### src/rtl/shift_issue.sv
// rtl/shift_issue.sv - issue/retire wrapper around the registered barrel shifter
// Credit-gated three-stage control pipe feeding an in-order tagged result FIFO.
module shift_issue #(
  parameter int TAG_W      = 5,
  parameter int FIFO_DEPTH = 8
) (
  input  logic             clock,
  input  logic             reset,
  input  logic             flush,
  input  logic             in_valid,
  output logic             in_ready,
  input  logic [2:0]       in_op,
  input  logic [63:0]      in_operand,
  input  logic [5:0]       in_amount,
  input  logic [TAG_W-1:0] in_tag,
  output logic [63:0]      sh_value_o,
  output logic [1:0]       sh_kind_o,
  output logic [5:0]       sh_amount_o,
  input  logic [63:0]      sh_result_i,
  output logic             out_valid,
  input  logic             out_ready,
  output logic [63:0]      out_data,
  output logic [TAG_W-1:0] out_tag
);

  localparam int PTR_W = $clog2(FIFO_DEPTH);
  localparam int CNT_W = PTR_W + 1;
  localparam int SUM_W = CNT_W + 2;

  logic             s0_v, s1_v, s2_v;
  logic [63:0]      s0_operand;
  logic [1:0]       s0_kind, s1_kind;
  logic [5:0]       s0_amt, s1_amt;
  logic [TAG_W-1:0] s0_tag, s1_tag, s2_tag;
  logic             s0_w, s1_w, s2_w;

  logic [63:0]      data_mem [FIFO_DEPTH];
  logic [TAG_W-1:0] tag_mem  [FIFO_DEPTH];
  logic [PTR_W-1:0] head, tail;
  logic [CNT_W-1:0] count;

  logic             is_mov, is_w, accept, push, pop;
  logic [1:0]       dec_kind;
  logic [5:0]       dec_amt;
  logic [63:0]      prepped, post;
  logic [SUM_W-1:0] credits_used;

  always_comb begin
    is_mov   = (in_op[1:0] == 2'b11);
    is_w     = in_op[2] & ~is_mov;
    dec_kind = is_mov ? 2'b11 : in_op[1:0];
    dec_amt  = is_w ? {1'b0, in_amount[4:0]} : in_amount;
    case (in_op)
      3'b101:  prepped = {32'b0, in_operand[31:0]};
      3'b110:  prepped = {{32{in_operand[31]}}, in_operand[31:0]};
      default: prepped = in_operand;
    endcase
  end

  // Every op in flight already owns a FIFO slot, so the shifter can never be back-pressured.
  always_comb begin
    credits_used = SUM_W'(count) + SUM_W'(s0_v) + SUM_W'(s1_v) + SUM_W'(s2_v);
    in_ready     = (credits_used < SUM_W'(FIFO_DEPTH));
  end

  assign accept = in_valid && in_ready && !flush;
  assign push   = s2_v;
  assign pop    = out_ready && (count != '0);
  assign post   = s2_w ? {{32{sh_result_i[31]}}, sh_result_i[31:0]} : sh_result_i;

  always_ff @(posedge clock or posedge reset) begin
    if (reset) begin
      s0_v       <= 1'b0;
      s1_v       <= 1'b0;
      s2_v       <= 1'b0;
      s0_operand <= '0;
      s0_kind    <= '0;
      s1_kind    <= '0;
      s0_amt     <= '0;
      s1_amt     <= '0;
      s0_tag     <= '0;
      s1_tag     <= '0;
      s2_tag     <= '0;
      s0_w       <= 1'b0;
      s1_w       <= 1'b0;
      s2_w       <= 1'b0;
      head       <= '0;
      tail       <= '0;
      count      <= '0;
      for (int i = 0; i < FIFO_DEPTH; i++) begin
        data_mem[i] <= '0;
        tag_mem[i]  <= '0;
      end
    end else begin
      // Payload registers only load behind a valid so sh_* hold during bubbles.
      if (accept) begin
        s0_operand <= prepped;
        s0_kind    <= dec_kind;
        s0_amt     <= dec_amt;
        s0_tag     <= in_tag;
        s0_w       <= is_w;
      end
      if (s0_v) begin
        s1_kind <= s0_kind;
        s1_amt  <= s0_amt;
        s1_tag  <= s0_tag;
        s1_w    <= s0_w;
      end
      if (s1_v) begin
        s2_tag <= s1_tag;
        s2_w   <= s1_w;
      end

      if (flush) begin
        s0_v  <= 1'b0;
        s1_v  <= 1'b0;
        s2_v  <= 1'b0;
        head  <= '0;
        tail  <= '0;
        count <= '0;
      end else begin
        s0_v <= accept;
        s1_v <= s0_v;
        s2_v <= s1_v;
        if (push) begin
          data_mem[tail] <= post;
          tag_mem[tail]  <= s2_tag;
          tail           <= tail + PTR_W'(1);
        end
        if (pop) head <= head + PTR_W'(1);
        case ({push, pop})
          2'b10:   count <= count + CNT_W'(1);
          2'b01:   count <= count - CNT_W'(1);
          default: count <= count;
        endcase
      end
    end
  end

  always_ff @(posedge clock) begin
    if (!reset && !flush && push && !pop)
      assert (count < CNT_W'(FIFO_DEPTH));
  end

  assign sh_value_o  = s0_operand;
  assign sh_kind_o   = s1_kind;
  assign sh_amount_o = s1_amt;
  assign out_valid   = (count != '0);
  assign out_data    = data_mem[head];
  assign out_tag     = tag_mem[head];

endmodule
### config.mk
export PLATFORM = sky130hd
export DESIGN_NAME = shift_issue
export DESIGN_NICKNAME = d
export VERILOG_FILES = /design/src/rtl/shift_issue.sv
export SDC_FILE = /design/constraint.sdc
export NUM_CORES = 1
export LEC_CHECK = 0
export ABC_AREA = 1
export BUFFER_PORTS_ARGS = -buffer_cell sky130_fd_sc_hd__buf_2
export CAP_MARGIN = 30
export CORE_MARGIN = 5
export CORE_UTILIZATION = 59
export CTS_CLUSTER_DIAMETER = 60
export CTS_CLUSTER_SIZE = 8
export DETAILED_ROUTE_END_ITERATION = 7
export PLACE_DENSITY = 0.84
export REMOVE_ABC_BUFFERS = 1
export SYNTH_ARGS = -nofsm -noshare
export SYNTH_HDL_FRONTEND = slang
export SYNTH_SLANG_ARGS = --single-unit
### constraint.sdc
create_clock -name clock -period 28.2 [get_ports clock]
set_input_delay 4.23 -clock clock [delete_from_list [all_inputs] [get_ports clock]]
set_output_delay 4.23 -clock clock [all_outputs]
set_load 0.02 [all_outputs]
# After elaboration in Yosys (flattened, before gate mapping)
# Cells that the tools add are included.
# classes
n_lt_le_gt_ge	4
addsub	7
n_mux	25
n_eq_ne	5
n_bitwise	5
reduce_logical	10
# op_table
op	count
512-bit bitwise mux	1
64-bit two-way mux	4
64-bit binary-select mux with 3-bit select	1
64-bit demux with 3-bit select	1
64-bit case mux with 2 select lines	1
40-bit bitwise mux	1
5-bit binary-select mux with 3-bit select	1
5-bit demux with 3-bit select	1
5-bit two-way mux	3
3-bit two-way mux	4
4-bit greater-or-equal comparator, second input constant	2
3-bit NOT with 4-bit output	2
4-bit case mux with 2 select lines	1
3-bit by 1-bit adder with 3-bit output, second input constant	2
5-bit by 1-bit adder with 6-bit output	1
6-bit by 1-bit adder with 6-bit output	1
3-bit equality test, second input constant	2
6-bit by 4-bit less-than comparator with 1-bit output, second input constant	1
6-bit two-way mux	1
4-bit by 1-bit adder with 5-bit output	1
4-bit by 1-bit adder with 4-bit output, second input constant	1
2-bit equality test, second input constant	2
1-bit logical AND	4
4-bit by 1-bit less-than comparator with 1-bit output, second input constant	1
12 further kinds	16
# totals
wordCells	89
output_inout_bits	143
register_bits	663
input_bits	147

# Logic depth before layout (Yosys ltp)
# Gate-level depths: netlist of the first run.
# logic_depth
word_depth	7
mapped_depth	11
ltp_nobuf	11

# Worst setup path after synthesis of the first run
# Ideal clock, no wire load.
# synth_timing
path_kind	register -> output
start	reg head[0]
end	out out_data[60]
path_slack_ps	22366
required_ps	23970
arrival_ps	1604
path_stages_with_launch	8
n_path_buf	4
cell_sequence	dfrtp_1 > buf_4 > inv_2 > buf_2 > buf_2 > buf_2 > o21ai_0 > a31oi_1
# synth_via
elab_chain_len	4
# synth_lines
item	line_no	text
start: declaration	39	logic [PTR_W-1:0] head, tail;
start signal: assignment	130	if (pop) head <= head + PTR_W'(1);
3-bit NOT with 4-bit output (implied by the code)	149	assign out_data = data_mem[head];
64-bit binary-select mux with 3-bit select	149	
64-bit two-way mux (implied by the code) (2 in a row)	149	
end: declaration	22	output logic [63:0] out_data,
# Every way passes these cells. The select of a mux whose other input is x is not followed.

# Worst setup path in the final report of the first run
# layout_timing
start	reg head[1]
end	out out_data[43]
# Same word-level chain as after synthesis.

==> results of run 1 <==
[logic make-up (layout without fill, tap and decap cells)]
| kind of cell | Yosys count | count (layout) |
|---|---|---|
| and+or+nand+nor | 1122 | 1122 |
| buffers and inverters | 584 | 745 |
| AOI/OAI and AO/OA | 1190 | 1190 |
| other | 0 | 4 |
| xor gates and xnor gates | 2 | 2 |
| adders and majority gates | 5 | 5 |
| DFF | 663 | 663 |
[layout make-up]
| type | instances | area, µm² | area share (%) |
|---|---|---|---|
| tap | 672 | 840.8 | 2.495 |
| timing repair buffer | 331 | 1867 | 5.540 |
| inverter | 310 | 1181 | 3.505 |
| sequential | 663 | 16600 | 49.26 |
| antenna | 4 | 10.01 | 0.02971 |
| clock inverter | 10 | 113.9 | 0.3379 |
| multi-input combinational | 2319 | 10750 | 31.91 |
| clock buffer | 94 | 2331 | 6.918 |
[report_power, final]
part	switching, mW	internal [mW]
Sequential	0.0499	1.06
Clock	0.391	0.581
Combinational	0.324	0.145
[metal layers]
| metal | GRT usage [%] | share of wire (%) |
|---|---|---|
| met5 | 0 | 0.070 |
| met4 | 10.64 | 3.0 |
| met3 | 6.971 | 9.8 |
| met2 | 45.72 | 47 |
| met1 | 38.23 | 40 |
[metrics by stage]
step | std cells | setup slack (ns) | hold slack, ns | power [mW] | utilization [%]
after floorplan | 3292 | 5.389 | 0.4417 | 1.420 | -
after global placement | 4289 | 20.51 | 0.4508 | 1.566 | 62.12
after detailed placement | 4292 | 20.44 | 0.4587 | 1.578 | 62.23
after CTS | 4396 | 20.10 | 0.4709 | 2.557 | 67.11
after global routing | 4401 | 19.85 | 0.4808 | 2.665 | 67.29
final | 4403 | 20.05 | 0.4665 | 2.546 | 67.30
[placed cells by master, fill, tap and decap left out, types with 3 or more instances in the layout]
| master | Yosys | layout |
|---|---|---|
| a21oi_1 | 206 | 205 |
| a31oi_1 | 228 | 228 |
| buf_12 | 0 | 3 |
| buf_16 | 0 | 3 |
| buf_2 | 99 | 289 |
| buf_4 | 27 | 35 |
| clkbuf_16 | 0 | 93 |
| clkinv_2 | 0 | 3 |
| dfrtp_1 | 663 | 660 |
| diode_2 | 0 | 4 |
| ha_1 | 4 | 4 |
| inv_1 | 299 | 296 |
| inv_2 | 11 | 11 |
| inv_6 | 0 | 3 |
| nand2_1 | 815 | 814 |
| nand3_1 | 7 | 7 |
| nand4_1 | 3 | 3 |
| nor2_1 | 285 | 285 |
| nor2_4 | 0 | 8 |
| o211ai_1 | 37 | 37 |
| o21ai_0 | 671 | 671 |
| o21ai_1 | 39 | 39 |
| o22ai_1 | 6 | 6 |
[worst max-delay path, stage by stage (launching register included)]
cell and delay [ns]:
dfrtp_4 0.42, buf_4 0.82, buf_4 0.90, o21ai_0 0.20
o21ai_0 0.20, a21oi_1 0.06, a31oi_1 0.42, buf_2 0.26
[worst max-delay path by stage]
stage                         end  slack (ns)  cells after the start
floorplan                count[0]        5.39                      1
global placement    data_mem[110]       20.51                      5
detailed placement  data_mem[430]       20.44                      5
CTS                  out_data[43]       20.10                      7
global route          out_data[8]       19.85                      7
finish               out_data[43]       20.05                      7
[state kept, by name (all words and copies together) (netlist names)]
| name | cells |
|---|---|
| count | 4 |
| tail | 3 |
| s0_v | 1 |
| s0_w | 1 |
| data_mem | 512 |
| sh_amount_o | 6 |
| s0_tag | 5 |
| s2_w | 1 |
| s1_tag | 5 |
| s0_amt | 6 |
| push | 1 |
| tag_mem | 40 |
| s0_kind | 2 |
| s1_w | 1 |
| sh_value_o | 64 |
| sh_kind_o | 2 |
| s1_v | 1 |
| s2_tag | 5 |
| head | 3 |
==> metrics, run 1 <==
Post-Synthesis Cells 3,566; crit start category flip-flop; # H-tree levels 3; worst IR drop on VDD 0.00004353 V; global placer's final weighted congestion 0.8254; Ports 290; Rel. slew slack 28.22%; hold path depth 2; most common flop cell mapped by yosys dfrtp_1; setup repair bufs after CTS 0; Setup crit end kind output pin; Hold Crit Endpoint s1_tag[4]; initial antenna violation count 7; Req. time, crit path 23.97 ns; GR Util All Layers 28.52%; FF-to-FF Start s0_v; CP Max Fanout 89; top post-synthesis cells by area dfrtp_1 (56%), o21ai_0 (11%), nand2_1 (10%); gr ovfl total 0; starting density of the core 59.41%; share of cells above drive strength 1 12.50%; mux share of post-synthesis cell area 0%; TritonCTS Buffers 93; Cell Area, Synth 0.02975 mm²; # rows 82; final slew viol count 0; Clock Skew 0.01126 ns; Final nets 3,870; largest family of logic cells by synthesized area compound AO/OA/AOI/OAI gates; Setup violations, final 0; drc violations 0; CTS tree built; antenna viol nets, final 0; Fillers 4,002; Min-Delay Startpoint s1_tag[4]; worst setup path start head[1]; yosys warns 0; type of the most critical hold path reg -> reg; CTS clk-pin slew, worst paths 0.05 ns; Final Instance Area 0.03369 mm²; Synth Area in Compound Gates 21.35%; synthesized area per cell 8.342 µm²; post-route setup TNS 0 ns; status finished, final reports clean; clk_lat worst skew 0.63 ns; clk sinks 663; vias per cell 5.794; clk buf depth 3; cts repair resizes 0; CTS Hold Buffers Added 0; r2r setup slk 24.81 ns; Die H 234.5 µm; Die W 234.5 µm; post-synthesis sequential area ratio 55.77%; Yosys reg bits 663; Simple-Gate Fraction of Synth Area 14.33%; Final period util 28.90%; full die area 0.05501 mm²; number of global-route vias before repair 24,890; final-report hold violation count 0; Routed Wire Length 78,410 µm; Lkg Pwr 16.30 nW; top-area cell type share of the netlist area 55.77%; actual slew at the worst max-slew pin 1.077 ns; worst r2r dst sh_value_o[53]; largest net degree at the start of global routing 187; CP Class reg -> out; EDFF count, synth 0; Crit path arrival time 3.92 ns; Max Fclk 122.7 MHz; I/O Buffers 289; Placeable Area 0.05007 mm²; most frequent cell after synthesis nand2_1; RSZ-0062 raised after global routing false; Power Density 75.56 mW/mm²; clock root buffer clkbuf_16; first-pass GRT wire length 127,200 µm; area added between synthesis and finish 13.27%; Final min period 8.149 ns; Detailed Place HPWL 42,880 µm; Iter 0 DRT Violations 2,391; post-synth top area cell dfrtp_1; unique cell type count in the Yosys netlist 28; First-pass DRT Iterations 6; Adder-Cell Fraction of Synth Area 0.2355%; XOR/XNOR share of the synthesized area 0.05889%; reg2reg path depth 10; vias post-DR 25,510; max_cap viols 0; top cells by count, synth nand2_1 (815), o21ai_0 (671), dfrtp_1 (663); Async S/R FF share, synth 100.0%; area post-placement 0.03116 mm²; drt wl/cell 17.81 µm
Power figures use the tool's default switching activity.
==> run 2, diff against run 1 <==
==> constraint.sdc (replaced) <==
create_clock -name clock -period 7.5 [get_ports clock]
set_input_delay 1.125 -clock clock [delete_from_list [all_inputs] [get_ports clock]]
set_output_delay 1.125 -clock clock [all_outputs]
set_load 0.02 [all_outputs]
==> run 2 against run 1 <==
  * Clock power rose to 3.8 times the previous value
  * Largest power group unchanged
  * Hold slack better by 0.0024 ns
  * Global-route usage fell by 0.13 points
  * Highest routed layer unchanged
==> metrics, run 2 (synthesis results as in run 1) <==
CTS clk-pin slew, worst paths 0.05 ns (about the same); Rel. slew slack 31.68% (was 28.22%); First-pass DRT Iterations 6 (unchanged); full die area 0.05501 mm² (unchanged); WL met1 31,730 µm (was 31,720 µm); first-pass GRT wire length 126,700 µm (was 127,200 µm); starting density of the core 59.41% (unchanged); Reg with most FFs data_mem (unchanged); vias post-DR 25,570 (was 25,510); actual slew at the worst max-slew pin 1.025 ns (was 1.077 ns); Detailed Place HPWL 42,850 µm (was 42,880 µm); CP Max Fanout 82 (was 89); number of global-route vias before repair 24,750 (was 24,890); setup repair bufs after CTS 0 (unchanged); dpl cells 4,287 (was 4,292); largest net degree at the start of global routing 217 (was 187); Placeable Area 0.05007 mm² (unchanged); max_cap viols 0 (unchanged); FF-to-FF Start s1_v (was s0_v); final slew viol count 0 (unchanged); most frequent cells in the layout nand2_1 (814), o21ai_0 (671), dfrtp_1 (660) (unchanged); I/O Buffers 289 (unchanged); Iter 0 DRT Violations 2,198 (was 2,391); Crit path arrival time 3.89 ns (was 3.92 ns); area post-placement 0.03116 mm² (about the same); # rows 82 (unchanged); worst IR drop on VDD 0.0001839 V (was 0.00004353 V); worst setup path start head[1] (unchanged); antenna viol nets, final 0 (unchanged); clk_lat worst skew 0.63 ns (about the same); status finished, final reports clean (unchanged); GR Util All Layers 28.38% (was 28.52%); Die W 234.5 µm (unchanged); met3 WL 7633 µm (was 7673 µm); cell family with most CP delay buffers and inverters (unchanged); initial antenna violation count 11 (was 7); drc violations 0 (unchanged); Fillers 3,961 (was 4,002); CTS tree built (unchanged); RSZ-0062 raised after global routing false (unchanged); clk buf depth 3 (unchanged); Ports 290 (unchanged); type of the most critical hold path reg -> reg (unchanged); vias per cell 5.808 (was 5.794); CP max stage cell buf_4 (unchanged); Setup violations, final 0 (unchanged); post-route insts no fill 4,402 (was 4,403); Setup crit end kind output pin (unchanged); Final nets 3,864 (was 3,870); CP Class reg -> out (unchanged); Final Instance Area 0.03374 mm² (was 0.03369 mm²); Lkg Pwr 16.30 nW (about the same); final-report hold violation count 0 (unchanged); Final period util 66.85%; CP Buf/Inv Count 3 (unchanged); crit start category flip-flop (unchanged); Final min period 5.014 ns; clock root buffer clkbuf_16 (unchanged); drt wl/cell 17.79 µm (was 17.81 µm); sequential cell area 0.01660 mm² (unchanged); Crit path largest cell delay 0.84 ns (was 0.90 ns); area of the multi-input gates 0.01075 mm² (unchanged); global placer's final weighted congestion 0.8429 (was 0.8254); Power Density 285.1 mW/mm² (was 75.56 mW/mm²); max reg flops 512 (unchanged); TritonCTS Buffers 93 (unchanged); Max Fclk 199.4 MHz; share of cells above drive strength 1 12.36% (was 12.50%); met2 wire len 36,340 µm (was 36,590 µm); Die H 234.5 µm (unchanged); worst path cell trace buf_4, buf_4, o21ai_0, o21ai_0, a21oi_1, a31oi_1, buf_2 (unchanged); CTS Hold Buffers Added 0 (unchanged); commonest non-fill, non-tap cell in the layout nand2_1 (unchanged); gr ovfl total 0 (unchanged); Req. time, crit path 6.38 ns (was 23.97 ns); top sig layer met5 (unchanged); area added between synthesis and finish 13.41% (was 13.27%); clk sinks 663 (unchanged); cts repair resizes 0 (unchanged); Clock Skew 0.01958 ns (was 0.01126 ns); Routed Wire Length 78,300 µm (was 78,410 µm); Min-Delay Startpoint sh_amount_o[2] (was s1_tag[4]); # H-tree levels 3 (unchanged)
-- run 2: cell types whose count changed in the layout (fill, tap and decap cells not counted) --
cell,delta
clkinv_2,-2
clkbuf_1,+1
inv_16,-2
clkinv_8,+1
buf_4,-8
inv_6,-3
buf_16,-1
diode_2,+4
clkbuf_8,+3
clkbuf_16,+3
buf_12,+3
-- run 2: power by group --
group / total, mW / switching (mW) / internal, mW
Clock: 3.70 / 1.44 / 2.26
Combinational: 1.74 / 1.20 / 0.542
Sequential: 4.18 / 0.208 / 3.97
Total: 9.62 / 2.84 / 6.77
-- run 2: area by class of cell --
class	instances	share of cell area, %
Sequential cell	663	49.20
Multi-Input combinational cell	2319	31.87
Clock buffer	101	7.265
Timing Repair Buffer	325	5.452
Inverter	310	3.501
Tap cell	672	2.492
Clock inverter	4	0.1595
Antenna cell	8	0.05934
-- run 2: final timing paths --
path                                  endpoint  slack (ns)  depth (start not counted)
worst max-delay path              out_data[14]        2.49                          7
worst min-delay path            sh_amount_o[2]        0.47                          2
worst max register to register  sh_value_o[61]        4.07                         10
worst min register to register  sh_amount_o[2]        0.47                          2
max in group asynchronous        data_mem[110]        5.34                          3
min in group asynchronous        data_mem[349]        0.65                          2
-- run 2: routing by layer --
metal  global-route usage [%]  vias to the layer above
met5                        0                        -
met1                    38.71                    12110
met3                    7.080                      187
met2                    44.44                     1251
li1                         -                    12020
met4                    11.11                        6
-- run 2: metrics by stage --
stage          setup WS, ns  util (%)  hold slack (ns)  power (mW)  setup TNS, ns
6_report              2.486     67.38           0.4689       9.618              0
5_1_grt               2.229     67.37           0.4859       10.05              0
4_1_cts               2.467     67.25           0.4711       9.670              0
3_5_place_dp          3.140     62.25           0.4580       5.943              0
3_3_place_gp          3.176     62.16           0.4530       5.894              0
2_1_floorplan        -12.21         -           0.4417       5.339       -8252.87
-- run 2: worst reg2reg max path: cells and delay by family, from the launching register on --
kind,cells,cell delay [ns]
buffers and inverters,3,1.10
adders and majority gates,2,0.79
DFF,1,0.59
and+or+nand+nor,3,0.49
AOI/OAI and AO/OA,2,0.38
